--- config.mk ---
export PLATFORM = sky130hd
export DESIGN_NAME = counter_updown_mod
export DESIGN_NICKNAME = d
export VERILOG_FILES = /design/src/rtl/counter_updown_mod.sv
export SDC_FILE = /design/constraint.sdc
export NUM_CORES = 1
export LEC_CHECK = 0
export CAP_MARGIN = 25
export CORE_ASPECT_RATIO = 1.75
export CORE_MARGIN = 2
export CORE_UTILIZATION = 48
export DETAILED_ROUTE_END_ITERATION = 10
export PLACE_DENSITY = 0.8
export SLEW_MARGIN = 10
export SYNTH_ARGS = -nofsm -noshare
export SYNTH_HDL_FRONTEND = slang
export SYNTH_SLANG_ARGS = --single-unit
--- constraint.sdc ---
create_clock -name clk -period 3.1 [get_ports clk]
set_clock_uncertainty 0.15 [all_clocks]
set_input_delay 0.62 -clock clk [delete_from_list [all_inputs] [get_ports clk]]
set_output_delay 0.62 -clock clk [all_outputs]
set_load 0.1 [all_outputs]
--- src/rtl/counter_updown_mod.sv ---
// rtl/counter_updown_mod.sv - up/down modulo counter with wrap/saturate, tc pulse and sticky ovf
// Optional snapshot register and ports are built when COUNTER_SNAPSHOT_EN is defined.
module counter_updown_mod #(
    parameter int WIDTH    = 8,
    parameter int SATURATE = 0
) (
    input  logic             clk,
    input  logic             reset,
    input  logic             clr,
    input  logic             load,
    input  logic [WIDTH-1:0] load_val,
    input  logic             en,
    input  logic             up_dn,
    input  logic [WIDTH-1:0] max_val,
    output logic [WIDTH-1:0] out,
    output logic             tc,
    output logic             ovf,
    input  logic             ovf_clr
`ifdef COUNTER_SNAPSHOT_EN
    ,
    input  logic             snap,
    output logic [WIDTH-1:0] snap_out
`endif
);

    localparam bit SAT = (SATURATE != 0);

    logic             at_limit;
    logic             term_event;
    logic [WIDTH-1:0] step_val;

    // ">=" on the up side also catches out left above a lowered max_val or a large load.
    always_comb begin
        at_limit = 1'b0;
        step_val = out;
        if (up_dn) begin
            at_limit = (out >= max_val);
            if (at_limit) begin
                step_val = SAT ? out : '0;
            end else begin
                step_val = out + WIDTH'(1);
            end
        end else begin
            at_limit = (out == '0);
            if (at_limit) begin
                step_val = SAT ? out : max_val;
            end else begin
                step_val = out - WIDTH'(1);
            end
        end
    end

    assign term_event = en && !clr && !load && at_limit;

    always_ff @(posedge clk or posedge reset) begin
        if (reset) begin
            out <= '0;
            tc  <= 1'b0;
        end else if (clr) begin
            out <= '0;
            tc  <= 1'b0;
        end else if (load) begin
            out <= load_val;
            tc  <= 1'b0;
        end else if (en) begin
            out <= step_val;
            tc  <= at_limit;
        end else begin
            tc  <= 1'b0;
        end
    end

    // Set takes precedence over ovf_clr on the same edge.
    always_ff @(posedge clk or posedge reset) begin
        if (reset) begin
            ovf <= 1'b0;
        end else if (term_event) begin
            ovf <= 1'b1;
        end else if (ovf_clr) begin
            ovf <= 1'b0;
        end
    end

`ifdef COUNTER_SNAPSHOT_EN
    always_ff @(posedge clk or posedge reset) begin
        if (reset) begin
            snap_out <= '0;
        end else if (snap) begin
            snap_out <= out;
        end
    end
`endif

endmodule

# Word level (Yosys, flattened, before mapping)
# Cells that the tools add are included.
dict set report op_classes {
  mux 12
  addsub 2
  n_lt_le_gt_ge 1
  n_reduce_logical 8
}
# op count
set ops {}
lappend ops {{2-to-1 mux 8 bit} 6}
lappend ops {{adder 8 x 1 -> 8 bit, second input constant} 1}
lappend ops {{greater-or-equal comparator 8 bit} 1}
lappend ops {{zero test 8 bit} 1}
lappend ops {{subtractor 8 x 1 -> 8 bit, second input constant} 1}
lappend ops {{2-to-1 mux 1 bit} 6}
lappend ops {{logical AND 1 bit} 3}
lappend ops {{nonzero test 3 bit} 1}
lappend ops {{zero test 1 bit} 2}
lappend ops {{nonzero test 2 bit} 1}
dict set report word_totals {
  input_bits 23
  output_inout_bits 10
  regBits 10
  elab_cells 26
}

# Longest topological paths before layout
# Gate-level depths: netlist (run 1).
dict set report logic_depth {
  word_depth 6
  mapped_depth 7
  ltp_nobuf 7
}

# Least setup slack after synthesis (run 1)
# No wires, ideal clock.
dict set report synth_timing {
  path_kind {register to register}
  startpoint {reg out[0]}
  endpoint {reg out[7]}
  setup_ns 0.087
  path_stages_with_launch 8
  period_less_slack_ns 2.999
  path_buffers 0
  arrival_ns 2.762
  path_slack_ns 0.101
  required_time_ns 2.863
  cell_sequence {dfrtp_1 inv_1 ha_1 nor3b_1 o21ai_1 a2111oi_4 a221oi_1 a211oi_2}
}
dict set report synth_between {
  elab_chain_cells 6
  elab_cells_between_ends 10
  classes_between {add/sub (2); order compare (1); mux (6); reduce/logical (1)}
}
# element line
set synth_rtl {}
lappend synth_rtl {{from (decl)} 15} ;# output logic [WIDTH-1:0] out,
lappend synth_rtl {{from (signal assigned)} 63} ;# out <= load_val;
lappend synth_rtl {{from (signal assigned)} 66} ;# out <= step_val;
lappend synth_rtl {{subtractor 8 x 1 -> 8 bit, or another cell as far along} 48} ;# step_val = out - WIDTH'(1);
lappend synth_rtl {{2-to-1 mux 8 bit, on equally long branches} {45, 38}}
lappend synth_rtl {{2-to-1 mux 8 bit *} 36} ;# if (up_dn) begin
lappend synth_rtl {{2-to-1 mux 8 bit *} 65} ;# end else if (en) begin
lappend synth_rtl {{2-to-1 mux 8 bit *} 62} ;# end else if (load) begin
lappend synth_rtl {{2-to-1 mux 8 bit *} 59} ;# end else if (clr) begin
# Mark *: on every way between the ends. The rest lies on a longest branch, timed or not. The select of a mux whose other input is x is not followed.
# A chain may end at the register's enable or synchronous reset.

# Worst setup path after layout (run 1)
dict set report layout_timing {
  startpoint {in max_val[3]}
  endpoint {reg out[1]}
}
dict set report layout_between {
  elab_chain_cells 6
}
# element line
set layout_rtl {}
lappend layout_rtl {{from (decl)} 14} ;# input logic [WIDTH-1:0] max_val,
lappend layout_rtl {{greater-or-equal comparator 8 bit} 37} ;# at_limit = (out >= max_val);
lappend layout_rtl {{2-to-1 mux 8 bit} 38} ;# if (at_limit) begin
lappend layout_rtl {{2-to-1 mux 8 bit} 36}
lappend layout_rtl {{2-to-1 mux 8 bit} 65}
lappend layout_rtl {{2-to-1 mux 8 bit} 62}
lappend layout_rtl {{2-to-1 mux 8 bit} 59}
# No other way between the ends. The select of a mux whose other input is x is not followed.

==> results.ini, run 1 <==
[sta]
slew_headroom_pct=70.5
final.setup.tns_ns=0
drv_slew=0
worst_slew_pin_slew_ns=0.441
fin_worst_hold_slack_ns=0.420
setup_violations=0
min_period_ns=2.81
max_clock_freq_ghz=0.356
finalCritPeriodShare_pct=90.5
hold_viol=0
rsz0062_at_grt=false

[routing]
via_per_inst=6.26
wire_per_inst_um=16.7
wirelength_um=3400
drc=0
vias=1277
ant_nets=0
drt_pass1_iterations=4
drtIter0Drc=29

[global_routing]
antenna_found_initial=0
grtUsageTotal_pct=24.2
grt_pass1_wl_um=5600
grt-ovfl-total=0
grt_max_degree=15
grt_pass1_vias=1272

[final_layout]
fillers=213
stdcell_area_mm2=0.00155
finalNonFillerCells=204
antenna_cells=0
drive_above_1_share_pct=15.1
nets=214
area_delta_synth_final_pct=30.3

[place]
portBuffers=32
place_area_mm2=0.00149
dp.cells=200
hpwl_um=2640
place_congestion=0.915

[floorplanning]
start_util_pct=51.0
rows=23
io_pins=33
die_h_um=69.8
fp.dieArea_mm2=0.00291
die_w_um=41.6
core_mm2=0.00233

[pwr]
seq_power_share_pct=25.4
power_density_mw_per_mm2=433
p_int_mw=0.381
power_frac_comb_pct=49.9
max-vdd-ir-drop_uv=401
power_frac_clock_pct=24.7
power.total_mw=0.671
p_leak_nw=0.680
p_switching_mw=0.290
switching_share_pct=43.3

[synth]
synth-edff-count=0
synth.most_common_cell=nor2_1
synthArstFlopShare_pct=100
ys_top_cells_by_area=dfrtp_1 (21%), ha_1 (12%), a21oi_1 (4.6%)
synth_top_flop_cell=dfrtp_1
synth_fp_nets=183
avgSynthCellArea_um2=7.98
syn_inst=149
ys_top_cells_by_count=nor2_1 (13), inv_1 (12), a21oi_1 (11), ha_1 (11)
post-synth-top-area-cell=dfrtp_1
synth_seq_cells=10
synth_top_area_share_pct=21.1
yosysUniqueCellTypes=46
ys_warn_count=0
ys_seq_area_share_pct=21.1
synthesis.area_mm2=0.00119

[run_status]
outcome=finished clean

[clock_network]
clkTransAtPathRegs_ns=0.05
htree_levels=1
cts_resized=0
cts-hold-fix-buffers=0
clock-sinks=10
cts.root.buffer_cell=clkbuf_8
clk-insertion-delay-late_ns=0.23
clock_path_buffers=2
cts_setup_buffers=0
cts_made_buffers=3
cts_tree=built

[setup_path]
crit_start=max_val[3]
cp.required_ns=3.10
arrival_ns=2.81
rrSetupSlack_ns=0.55
critPathLaunchType=input pin
endpoint_kind=register
timing.rr.start=out[3]$_DFFE_PP0P_
setup.worst_path.class=input pin to register
cp_max_fo=6

[hold_path]
min_from=ovf$_DFFE_PP0P_
hold_class=register to register

[run]
maxCapViolCount=0

## cell type report
cell class | count | area [µm²] | area share [%]
Timing Repair Buffer | 37 | 333 | 21.5
Inverter | 12 | 45.0 | 2.91
Multi-Input combinational cell | 116 | 835 | 53.9
Clock buffer | 4 | 55.1 | 3.55
Tap cell | 25 | 31.3 | 2.02
Sequential cell | 10 | 250 | 16.2
## flip-flops by register name, indices dropped and copies added (netlist names)
register and count:
ovf 1, out 8, tc 1
## per-stage QoR
stage,util (%),setup slack (ns)
floorplan,-,0.101
global route,66.5,0.144
detailed placement,64.1,0.0164
finish,66.5,0.294
CTS,66.5,0.259
global placement,64.1,0.180
## critical path, stage by stage
cell             delay, ns
clkdlybuf4s50_1       0.45
inv_1                 0.05
ha_1                  0.31
a211oi_1              0.26
o21ai_1               0.15
a2111oi_4             0.50
buf_4                 0.23
a221oi_1              0.08
nor3_1                0.15
## placed cells by master (no fill, tap or decap), drive strengths merged, types with 3 or more instances in the layout
master,Yosys,final
nor3,10,10
xnor2,5,5
nand3,5,5
ha,11,11
nand4,3,3
dfrtp,10,10
nor3b,4,4
mux2i,3,3
a21oi,11,11
nor2,14,14
nor2b,3,3
a221oi,3,3
buf,5,15
nand2,10,10
a211oi,4,4
clkdlybuf4s50,0,22
o21ai,4,4
clkbuf,6,4
inv,12,12
## cell families (layout without fill, tap and decap cells)
logic type               after synthesis  after routing  share of synthesized area (%)
AO/OA/AOI/OAI                         37             37                           23.7
XOR/XNOR                               6              6                           4.42
adder cells (fa/ha/maj)               11             11                           11.6
buffers and inverters                 23             53                           8.74
flip-flops                            10             10                           21.1
multiplexers                           4              4                           3.47
AND/OR/NAND/NOR                       58             58                           27.1
## routing by layer
layer | part of all wire, % | GRT usage [%] | up-vias
met5 | 0 | 0 | -
met4 | 3.7 | 11.8 | 0
met3 | 3.8 | 2.08 | 15
met2 | 54 | 43.6 | 46
met1 | 39 | 27.4 | 604
li1 | - | - | 612
## worst paths after layout
path / to / cells after the start
worst max-delay path: out[1]$_DFFE_PP0P_ / 9
worst min-delay path: ovf$_DFFE_PP0P_ / 2
worst max register to register: out[1]$_DFFE_PP0P_ / 7
worst min register to register: ovf$_DFFE_PP0P_ / 2
max in group asynchronous: out[0]$_DFFE_PP0P_ / 2
min in group asynchronous: out[7]$_DFFE_PP0P_ / 2
## power by group through the flow
stage	logic, mW	clock network, mW	registers, mW
2_1_floorplan	0.176	0	0.241
3_3_place_gp	0.325	0	0.171
6_report	0.335	0.166	0.171
5_1_grt	0.357	0.175	0.173
3_5_place_dp	0.334	0	0.172
4_1_cts	0.335	0.168	0.170
Note: power is estimated with default switching activity, not from simulation.
==> inputs of run 2 (changes only) <==
--- a/config.mk
+++ b/config.mk
@@ -6,11 +6,13 @@
 export NUM_CORES = 1
 export LEC_CHECK = 0
 export CAP_MARGIN = 25
+export CELL_PAD_IN_SITES_DETAIL_PLACEMENT = 1
+export CELL_PAD_IN_SITES_GLOBAL_PLACEMENT = 1
 export CORE_ASPECT_RATIO = 1.75
 export CORE_MARGIN = 2
-export CORE_UTILIZATION = 48
+export CORE_UTILIZATION = 35
 export DETAILED_ROUTE_END_ITERATION = 10
-export PLACE_DENSITY = 0.8
+export PLACE_DENSITY_LB_ADDON = 0.1
 export SLEW_MARGIN = 10
 export SYNTH_ARGS = -nofsm -noshare
 export SYNTH_HDL_FRONTEND = slang
==> run 2 against run 1 <==
Effect of this change:
- die area up 34%
- highest routed layer unchanged
- critical path type unchanged
- cell area grew 1.6%
- count of clock-buffer cells in the layout is the same
- sequential share of layout area is 0.26 points lower
==> results.ini, run 2 (same netlist as run 1, synthesis figures left out) <==
[sta]
setup_violations=0
rsz0062_at_grt=false
min_period_ns=2.76
slew_headroom_pct=65.9
max_clock_freq_ghz=0.363
worst_slew_pin_slew_ns=0.512
drv_slew=0
hold_viol=0
final.setup.tns_ns=0
finalCritPeriodShare_pct=89.0
fin_worst_hold_slack_ns=0.392

[final_layout]
final_cell_mix=clkdlybuf4s50_1 (22), buf_4 (15), nor2_1 (13)
nets=214
drive_above_1_share_pct=15.1
layout_commonest_cell=clkdlybuf4s50_1
top_regs=out x8, ovf x1, tc x1
area_delta_synth_final_pct=32.4
largest-register=out
antenna_cells=0
largest_reg_flops=8
finish.utilization_pct=47.3
finalNonFillerCells=224

[setup_path]
rrSetupSlack_ns=0.59
cp_max_fo=7
cp_slowest_cell=clkdlybuf4s50_1
arrival_ns=2.80
reg2reg_to=out[0]$_DFFE_PP0P_
r2r_cells=7
timing.rr.start=out[3]$_DFFE_PP0P_
cp.required_ns=3.14
critPathLaunchType=input pin
path_buf_inv=3
crit_family=compound AO/OA/AOI/OAI gates
cp_cell_sequence=clkdlybuf4s50_1 > inv_1 > ha_1 > a211oi_1 > o21ai_1 > a2111oi_4 > buf_4 > a21o_1 > a31o_2
max_stage_delay_ns=0.46
setup.worst_path.class=input pin to register
endpoint_kind=register

[global_routing]
grt_pass1_vias=1324
antenna_found_initial=0
grt_max_degree=15
grt_pass1_wl_um=6150
grt-ovfl-total=0
grtUsageTotal_pct=22.2

[floorplanning]
io_pins=33
fp.dieArea_mm2=0.00390
die_w_um=48.1
rows=28
start_util_pct=35.7
die_h_um=81.1
core_mm2=0.00333

[pwr]
switching_share_pct=44.0
power_frac_comb_pct=48.6
seq_power_share_pct=26.1
power_density_mw_per_mm2=431
power.total_mw=0.678
p_leak_nw=0.679
max-vdd-ir-drop_uv=351
p_int_mw=0.380
power_frac_clock_pct=25.2
p_switching_mw=0.298

[routing]
drt_pass1_iterations=4
drc=0
wirelength_um=3790
wire_per_inst_um=16.9
drtIter0Drc=5
vias=1250
ant_nets=0
via_per_inst=5.58

[clock_network]
htree_levels=1
cts_made_buffers=3
clk-insertion-delay-late_ns=0.24
cts_tree=built
clkTransAtPathRegs_ns=0.05
cts_resized=0
cts-hold-fix-buffers=0
cts.root.buffer_cell=clkbuf_8
clock-sinks=10
clock_path_buffers=2
cts_setup_buffers=0

[place]
place_congestion=0.808
portBuffers=32
hpwl_um=3090
dp.cells=220

[run_status]
outcome=finished clean

[hold_path]
hold_depth=2
hold_class=register to register
min_from=ovf$_DFFE_PP0P_
holdPathEnd=ovf$_DFFE_PP0P_

[run]
maxCapViolCount=0

-- run 2: cell counts in the layout (fill, tap and decap cells not counted) --
Identical to the previous run, type by type.
-- run 2: worst reg2reg max path, stage by stage (launching register included) --
cell       delay (ns)
dfrtp_1          0.60
ha_1             0.33
a211oi_1         0.25
o21ai_1          0.16
a2111oi_4        0.45
buf_4            0.22
a21o_1           0.14
a31o_2           0.15
-- run 2: worst max-delay path by stage --
stage / slack, ns / cells past startpoint / endpoint / start
after floorplan: 0.10 / 7 / out[7]$_DFFE_PP0P_ / out[0]$_DFFE_PP0P_
after global placement: 0.14 / 9 / out[0]$_DFFE_PP0P_ / max_val[3]
after detailed placement: 0.07 / 9 / out[0]$_DFFE_PP0P_ / max_val[3]
after CTS: 0.32 / 9 / out[0]$_DFFE_PP0P_ / max_val[3]
after global routing: 0.23 / 9 / out[0]$_DFFE_PP0P_ / max_val[3]
final: 0.34 / 9 / out[0]$_DFFE_PP0P_ / max_val[3]
-- run 2: power groups by stage --
stage / Combinational, mW / Clock (mW) / Sequential, mW
floorplan: 0.176 / 0 / 0.241
global placement: 0.327 / 0 / 0.178
detailed placement: 0.332 / 0 / 0.179
CTS: 0.334 / 0.174 / 0.177
global route: 0.356 / 0.180 / 0.180
finish: 0.330 / 0.171 / 0.177
-- run 2: per-stage QoR --
step | cell area (µm²) | setup WS (ns)
after detailed placement | 1520 | 0.0715
final | 1570 | 0.342
after global routing | 1570 | 0.226
after floorplan | 1190 | 0.101
after global placement | 1520 | 0.145
after CTS | 1570 | 0.322
-- run 2: final cells by class --
cell class | count | area (µm²)
Multi-Input combinational cell | 116 | 835
Clock buffer | 4 | 55.1
Inverter | 12 | 45.0
Timing Repair Buffer | 37 | 333
Fill cell | 421 | 1750
Tap cell | 45 | 56.3
Sequential cell | 10 | 250
-- run 2: per-layer routing --
metal / vias up / part of all wire [%] / track usage [%]
li1: 605 / - / -
met1: 607 / 38 / 24.0
met2: 31 / 56 / 40.8
met3: 7 / 3.2 / 1.33
met4: 0 / 2.4 / 9.73
met5: - / 0 / 0
==> inputs of run 3 (changes only) <==
--- a/config.mk
+++ b/config.mk
@@ -9,7 +9,6 @@
 export CELL_PAD_IN_SITES_DETAIL_PLACEMENT = 1
 export CELL_PAD_IN_SITES_GLOBAL_PLACEMENT = 1
 export CORE_ASPECT_RATIO = 1.75
-export CORE_MARGIN = 2
 export CORE_UTILIZATION = 35
 export DETAILED_ROUTE_END_ITERATION = 10
 export PLACE_DENSITY_LB_ADDON = 0.1
==> run 3 against run 2 <==
Effect of this change:
- register-to-register slack got worse by 0.05 ns
- sequential power barely moved
- sequential share of layout area increased by 0.10 points
- worst setup slack worse by 0.062 ns
- critical path type unchanged
- critical endpoint is now out[1]$_DFFE_PP0P_
- largest power group unchanged
==> results.ini, run 3 (same netlist as run 1, synthesis figures left out) <==
[run_status]
outcome=finished clean

[clock_network]
cts_setup_buffers=0
clock-sinks=10
htree_levels=1
clk-insertion-delay-late_ns=0.24
clock_path_buffers=2
clkTransAtPathRegs_ns=0.05
cts.root.buffer_cell=clkbuf_8
cts_tree=built
cts-hold-fix-buffers=0
cts_resized=0
cts_made_buffers=3

[global_routing]
grtUsageTotal_pct=22.6
grt_pass1_wl_um=6130
grt_use_met3_pct=0.909
grt_pass1_vias=1322
grt_max_degree=15
grtUsageMet2_pct=41.1
grt_util_met1_pct=26.9
grt-ovfl-total=0
antenna_found_initial=0
busiest_layer=met2

[floorplanning]
fp.dieArea_mm2=0.00364
start_util_pct=37.4
die_w_um=46.1
rows=27
core_mm2=0.00318
die_h_um=79.1
io_pins=33

[sta]
worst_slew_pin_slew_ns=0.502
min_period_ns=2.82
finalCritPeriodShare_pct=91.0
setup_violations=0
final.setup.tns_ns=0
drv_slew=0
max_clock_freq_ghz=0.355
slew_headroom_pct=66.5
rsz0062_at_grt=false
hold_viol=0

[setup_path]
cp_max_fo=7
reg2reg_to=out[1]$_DFFE_PP0P_
critPathLaunchType=input pin
endpoint_kind=register
r2r_cells=7
setup.worst_path.class=input pin to register
arrival_ns=2.81
rrSetupSlack_ns=0.54
timing.rr.start=out[3]$_DFFE_PP0P_
cp.required_ns=3.09

[routing]
vias=1269
via_per_inst=5.74
ant_nets=0
wirelength_um=3750
wire_per_inst_um=17.0
drtIter0Drc=21
drt_pass1_iterations=4
drc=0

[hold_path]
holdPathEnd=ovf$_DFFE_PP0P_
hold_class=register to register
min_from=ovf$_DFFE_PP0P_
hold_depth=2

[run]
maxCapViolCount=0

[final_layout]
top_regs=out x8, ovf x1, tc x1
fillers=413
area_delta_synth_final_pct=31.6
final_cell_mix=clkdlybuf4s50_1 (22), buf_4 (14), nor2_1 (13)
drive_above_1_share_pct=14.6
nets=213
antenna_cells=0
largest-register=out
largest_reg_flops=8
layout_commonest_cell=clkdlybuf4s50_1
finalNonFillerCells=221

[place]
portBuffers=32
hpwl_um=2990
place_congestion=0.842
dp.cells=217

[pwr]
power_density_mw_per_mm2=432
max-vdd-ir-drop_uv=250
power.total_mw=0.675
p_leak_nw=0.675

## run 3: per-layer routing
layer	routed length, µm	vias to the layer above
met3	113	7
met2	2010	34
met1	1560	623
li1	-	605
met4	67	0
met5	0	-
## run 3: worst max-delay path by stage
stage | startpoint | endpoint | depth (start not counted)
global placement | max_val[3] | out[0]$_DFFE_PP0P_ | 9
detailed placement | max_val[3] | ovf$_DFFE_PP0P_ | 9
CTS | max_val[3] | out[1]$_DFFE_PP0P_ | 9
finish | max_val[3] | out[1]$_DFFE_PP0P_ | 9
global route | max_val[3] | out[1]$_DFFE_PP0P_ | 9
floorplan | out[0]$_DFFE_PP0P_ | out[7]$_DFFE_PP0P_ | 7
## run 3: layout make-up
class | instances | area [µm²] | area share (%)
tap | 43 | 53.8 | 3.44
multi-input combinational | 116 | 835 | 53.4
inverter | 12 | 45.0 | 2.88
sequential | 10 | 250 | 16.0
clock buffer | 4 | 55.1 | 3.52
timing repair buffer | 36 | 325 | 20.8
## run 3: critical path: stages
cell,delay [ns]
clkdlybuf4s50_1,0.46
inv_1,0.06
ha_1,0.31
a211oi_1,0.23
o21ai_1,0.15
a2111oi_4,0.47
buf_4,0.23
a221oi_1,0.10
nor3_1,0.18
## run 3: power by group
part / internal, mW / leakage [nW] / switching, mW / total, mW
Combinational: 0.125 / 0.513 / 0.206 / 0.331
Clock: 0.112 / 0.0288 / 0.0556 / 0.168
Sequential: 0.141 / 0.133 / 0.0354 / 0.177
## run 3: through the flow
stage	setup WS [ns]	area [µm²]	utilization [%]	hold WS [ns]
final	0.279	1560	49.3	0.415
after detailed placement	0.0650	1510	47.5	0.423
after floorplan	0.101	1190	-	0.310
after CTS	0.270	1560	49.3	0.429
after global placement	0.153	1510	47.5	0.384
after global routing	0.137	1560	49.3	0.472
